File: src/rtl/prog_memory_loader.sv
// Program memory loader: streams instruction words into memory in LOAD, serves fetches in RUN.
// Fetch latency 1 cycle; load_ready drops when memory is full, and fetches issued during LOAD are dropped.
module prog_memory_loader #(
    parameter int ADDR_W  = 8,
    parameter int INSTR_W = 17,
    parameter int DEPTH   = 256
) (
    input  logic               clk,
    input  logic               reset,
    input  logic               load_start,
    input  logic               load_valid,
    input  logic [INSTR_W-1:0] load_data,
    input  logic               load_end,
    output logic               load_ready,
    output logic [ADDR_W:0]    load_count,
    output logic               load_ovf,
    output logic               busy,
    input  logic               fetch_req,
    input  logic [ADDR_W-1:0]  fetch_addr,
    output logic [INSTR_W-1:0] fetch_data,
    output logic               fetch_valid
);

    localparam logic [1:0] S_IDLE = 2'd0;
    localparam logic [1:0] S_LOAD = 2'd1;
    localparam logic [1:0] S_RUN  = 2'd2;

    localparam logic [ADDR_W:0] DEPTH_C = (ADDR_W+1)'(DEPTH);
    localparam logic [ADDR_W:0] ONE_C   = (ADDR_W+1)'(1);

    logic [1:0]         state_q, state_d;
    logic [ADDR_W:0]    load_count_q, load_count_d;
    logic               load_ovf_q, load_ovf_d;
    logic               fetch_valid_q, fetch_valid_d;
    logic [INSTR_W-1:0] fetch_data_q, fetch_data_d;
    logic               mem_we;
    logic               full;

    logic [INSTR_W-1:0] mem [0:DEPTH-1];

    // load_count doubles as the write pointer; it never wraps.
    assign full       = (load_count_q >= DEPTH_C);
    assign load_ready = (state_q == S_LOAD) && !full;
    assign busy       = (state_q == S_LOAD);
    assign load_count = load_count_q;
    assign load_ovf   = load_ovf_q;
    assign fetch_data  = fetch_data_q;
    assign fetch_valid = fetch_valid_q;

    always_comb begin
        state_d      = state_q;
        load_count_d = load_count_q;
        load_ovf_d   = load_ovf_q;
        mem_we       = 1'b0;

        if (load_start) begin
            state_d      = S_LOAD;
            load_count_d = '0;
            load_ovf_d   = 1'b0;
        end else if (state_q == S_LOAD) begin
            if (load_valid) begin
                if (!full) begin
                    mem_we       = 1'b1;
                    load_count_d = load_count_q + ONE_C;
                end else begin
                    load_ovf_d = 1'b1;
                end
            end
            if (load_end) begin
                state_d = S_RUN;
            end
        end
    end

    // Fetch response is decided by the state at the request cycle; LOAD stalls the core.
    always_comb begin
        fetch_valid_d = 1'b0;
        fetch_data_d  = fetch_data_q;
        if (fetch_req) begin
            if (state_q == S_RUN) begin
                fetch_valid_d = 1'b1;
                if ({1'b0, fetch_addr} < DEPTH_C) begin
                    fetch_data_d = mem[fetch_addr];
                end else begin
                    fetch_data_d = '0;
                end
            end else if (state_q == S_IDLE) begin
                fetch_valid_d = 1'b1;
                fetch_data_d  = '0;
            end
        end
    end

    always_ff @(posedge clk) begin
        if (!reset) begin
            state_q       <= S_IDLE;
            load_count_q  <= '0;
            load_ovf_q    <= 1'b0;
            fetch_valid_q <= 1'b0;
            fetch_data_q  <= '0;
        end else begin
            state_q       <= state_d;
            load_count_q  <= load_count_d;
            load_ovf_q    <= load_ovf_d;
            fetch_valid_q <= fetch_valid_d;
            fetch_data_q  <= fetch_data_d;
        end
    end

    // Memory contents survive reset; only the write is suppressed while reset is low.
    always_ff @(posedge clk) begin
        if (reset && mem_we) begin
            mem[load_count_q[ADDR_W-1:0]] <= load_data;
        end
    end

endmodule

File: config.mk
export PLATFORM = sky130hd
export DESIGN_NAME = prog_memory_loader
export DESIGN_NICKNAME = d
export VERILOG_FILES = /design/src/rtl/prog_memory_loader.sv
export SDC_FILE = /design/constraint.sdc
export NUM_CORES = 2
export LEC_CHECK = 0
export ABC_AREA = 0
export CAP_MARGIN = 20
export CORE_MARGIN = 3
export CORE_UTILIZATION = 35
export CTS_CLUSTER_DIAMETER = 40
export DETAILED_ROUTE_END_ITERATION = 8
export SETUP_SLACK_MARGIN = 0.2
export SLEW_MARGIN = 5
export SYNTH_ARGS = -nofsm -noshare
export SYNTH_HDL_FRONTEND = slang
export SYNTH_MEMORY_MAX_BITS = 65536
export SYNTH_SLANG_ARGS = --single-unit
File: constraint.sdc
create_clock -name clk -period 4.1 [get_ports clk]
set_clock_uncertainty 0.15 [all_clocks]
set_input_delay 0.615 -clock clk [delete_from_list [all_inputs] [get_ports clk]]
set_output_delay 0.615 -clock clk [all_outputs]
set_load 0.1 [all_outputs]
Yosys cells after proc, flatten, opt, wreduce, memory -nomap -nowiden --
Memory sizes are Yosys's and may differ from the RTL's. Cells that the tools add are included.
Word-level totals: register bits 30, RAM bits 4352, output and inout bits 30, memories kept 1
Memory list:
- mem | words 256, bits a word 17, rd ports 1, clocked after memory_dff 0, wr ports 1, RTL line 39 | logic [INSTR_W-1:0] mem [0:DEPTH-1];
Operators by class: add/subtract/negate cells 1, order comparisons 1, equal/unequal tests 2, mux-type cells 13, bitwise gates (word level) 2, reductions and logical operators 14
Operators with widths (count):
- 2-to-1 mux 17 bit | 2
- 2-to-1 mux 1 bit | 11
- adder 9 x 1 -> 9 bit, second input constant | 1
- >= comparator 9 bit, second input constant | 1
- AND reduction 2 bit | 4
- AND reduction 3 bit | 2
- nonzero test 2 bit | 3
- equality test 2 x 1 -> 1 bit, second input constant | 1
- equality test 2 bit, second input constant | 1
- logical AND 1 bit | 2
- zero test 2 bit | 1
- inverter 1 bit | 2
- OR reduction 2 bit | 1
- zero test 1 bit | 1

Logic depth before layout (Yosys ltp) --
word-level depth 8, mapped depth 13

Worst setup path after synthesis --
OpenSTA, ideal clock, no wires.
path type reg-to-reg, start point reg state_q[0], end point mem mem[208][0], enable pin, setup time 390 ps, data arrival time 3995 ps, path slack -436 ps, stages on the path, launching flop included 9, buffers on the path 2, period minus slack after synthesis 4536 ps, path through dfxtp_1 nor2b_1 and3_1 clkbuf_1 inv_1 nor2_1 nand4_1 clkbuf_1 nor2_1
Between the ends: longest elaborated chain between the ends 6
Ends and longest elaborated chain:
- from (decl) | RTL line 31 | logic [1:0] state_q, state_d;
- from (signal assigned) | RTL line 102 | state_q <= state_d;
- equality test 2 x 1 -> 1 bit
- net busy | RTL line 17 | output logic busy,
- 2-to-1 mux 1 bit | RTL line 60 | end else if (state_q == S_LOAD) begin
- 2-to-1 mux 1 bit | RTL line 56 | if (load_start) begin
- logical AND 1 bit | RTL line 112 | if (reset && mem_we) begin
- 2-to-1 mux 1 bit | RTL line 112
- 2-to-1 mux 1 bit (implied by the code) | RTL line 113 | mem[load_count_q[ADDR_W-1:0]] <= load_data;
- to (decl) | RTL line 39
The timed path passes the listed nets, and every way through them passes these cells.

Worst setup path in the final report --
start point reg load_count_q[1] (netlist: load_count[1]), end point out load_count[1]
RTL lines:
- from (decl) | RTL line 32 | logic [ADDR_W:0] load_count_q, load_count_d;
- from (signal assigned) | RTL line 103 | load_count_q <= load_count_d;
- to (decl) | RTL line 15 | output logic [ADDR_W:0] load_count,
No word-level cell between the ends.

==> reports/results.ini <==
[grt]
track_usage_pct=20.3
grt_pass1_wl_um=709000
grt_max_degree=120
grt_pass1_vias=88092
antenna_found_initial=42
gr-total-overflow=0

[place]
placed_cell_area_um2=184000
gp_congestion=0.905
dp_slack_ps=-308
dpl.hpwl_um=326000
port_buffers=60

[sta]
rsz0062_at_grt=false
worstMarginPinSlew_ps=1240
finalMaxSlewViolations=0
hold_violations=0
fin_hold_ws_ps=21.6
fmax_mhz=254
fin_crit_ps=3940
finalCritPeriodShare_pct=96.0
setup_viol=0
relSlewSlack_pct=16.2
setup_ws_ps=162
tns_ps=0

[logic_synthesis]
syn_area_per_cell_um2=21.3
async_reset_ff_share_pct=0
synth_top_area_cell=edfxtp_1
synthTopCellsByCount=edfxtp_1 (4352), mux4_2 (836), mux2i_1 (470)
yosys_warnings=0
ys_types=83
ys_seq_area_share_pct=77.3
synth_compound_area_share_pct=3.31
synth_top_cell_area_share_pct=77.0
synthMuxAreaShare_pct=14.9
synth-xor-area-share_pct=0.0309
synth_ff_type=edfxtp_1
yosys-top-cells-area=edfxtp_1 (77%), mux4_2 (11%), mux2i_1 (2.8%)
ys_seq_elements=4382
synth_top_family_by_area=multiplexers
synth-simple-area-share_pct=2.38
synth_cells=7963
syn-num-nets=7998
synth_fa_ha_area_share_pct=0.0295
syn_area_um2=170000
synth_most_common_cell=edfxtp_1
synth_enable_flop_cells=4352

[critical_path]
rr_endpoint=fetch_data[11]
startpoint_type=flop
cp_num_buf_inv=1
required_ps=3340
crit_path_cell_trace=clkdlybuf4s50_1
worst-path-max-fanout=5
crit_path_top_delay_cell=clkdlybuf4s50_1
crit_family=buffers and inverters
r2r_cells=7
rrSetupSlack_ps=820
rr_startpoint=mem[106][11]
end_kind=primary output
worstPathArrival_ps=3170
critical_path_class=reg -> out
slowest_delay_ps=1280

[floorplan]
die_h_um=703
rows=255
die-area_um2=494000
die_w_um=703
start_util_pct=35.2
core_area_um2=483000
io_pins=61

[cells_and_area]
final_area_um2=200000
fill_cells=41645
fin_nets=8937
multi_input_area_um2=35800
ff_latch_area_um2=131000
drive_gt1_share_pct=30.0
area_delta_synth_final_pct=18.0

[clock_tree]
clock_sinks=4382
cts_buffers=472
clk_path_buf_depth=4
root_buffer=clkbuf_16
h-tree-depth=5
clk_latency_ps=1070
clk_pin_slew_ps=60
tritoncts=yes

[min_path]
min_to=mem[206][15]
min_path_type=in -> reg
min_from=load_data[15]
holdPathStages=1

[drt]
drc=0
wire_per_inst_um=32.5
via_per_inst=5.67
antenna_left=0
first_iter_violations=12935
vias=89357
wl_um=511000
dr.pass1.iters=6

[pwr]
finalPower_mw=98.2
ir_worst_vdd_mv=0.395
leakagePower_nw=63.9
powerDensity_nw_per_um2=490

[job]
drv_cap=0

[status]
status=finished clean

[kinds of logic after synthesis]
family / count (synthesis)
DFF: 4382
adders and majority gates: 4
muxes: 1390
xor gates and xnor gates: 6
and+or+nand+nor: 908
AOI/OAI and AO/OA: 800
buffers and inverters: 473
[placed cells by master (no fill, tap or decap), types with 38 or more instances in the layout]
cell type and count:
clkinv_2 68, buf_12 119, nand3_1 66, a211oi_1 47, clkinv_1 56, edfxtp_1 4352
a31oi_1 38, mux2i_1 470, mux4_2 836, clkbuf_1 65, nor2_1 160, clkbuf_16 476
o221ai_1 76, bufinv_16 58, a21oi_1 132, a22oi_1 115, mux4_1 60, buf_4 746
clkinv_4 41, nand2_1 243, o21ai_0 84, nor3_1 40, o22ai_1 108, nor2_2 225
[cell type report]
type                            instances  share of cell area [%]
Antenna cell                           10                  0.0125
Inverter                               10                  0.0231
Clock buffer                          556                    6.17
Multi-Input combinational cell       3108                    17.9
Clock inverter                        331                    2.01
Sequential cell                      4382                    65.5
Tap cell                             6425                    4.01
Timing Repair Buffer                  928                    4.35
[where the power goes]
group	total [mW]	switching, mW	internal, mW
sequential	49.2	0.00934	49.2
combinational	4.91	3.22	1.69
clock	44.0	18.4	25.6
[per-layer routing]
| layer | global-route usage [%] | up-vias | wire, um |
|---|---|---|---|
| met1 | 27.4 | 47658 | 195000 |
| met4 | 9.56 | 30 | 27900 |
| met3 | 5.30 | 1042 | 56200 |
| met5 | 0.408 | - | 489 |
| li1 | - | 35458 | - |
| met2 | 30.8 | 5169 | 231000 |
[state kept, by name (all words and copies together) (netlist names)]
name and flops:
fetch_data 17, fetch_valid 1, load_count 9, load_ovf 1, mem 4352, state_q 2
[what timing repair did]
action	in CTS	in global routing
resized for setup	0	1
buffers inserted	0	0
endpoints found under the setup margin	0	1
endpoints found under the hold margin	426	0
hold buffers	15	0
[through the flow]
stage / instances / util (%)
floorplan: 7963 / -
global placement: 14835 / 38.1
detailed placement: 14836 / 38.1
CTS: 15738 / 41.5
global route: 15742 / 41.5
finish: 15750 / 41.5
[worst max-delay path by stage]
stage / start / end / slack, ps / depth (start not counted)
after global routing: load_count[1] / load_count[1] / 180 / 1
after detailed placement: fetch_addr[0] / fetch_data[8] / -310 / 9
after CTS: fetch_data[11] / fetch_data[11] / 240 / 1
after floorplan: load_count[8] / load_ready / 470 / 1
after global placement: fetch_addr[1] / fetch_data[11] / -590 / 11
final: load_count[1] / load_count[1] / 160 / 1
Note: power is estimated with default switching activity, not from simulation.
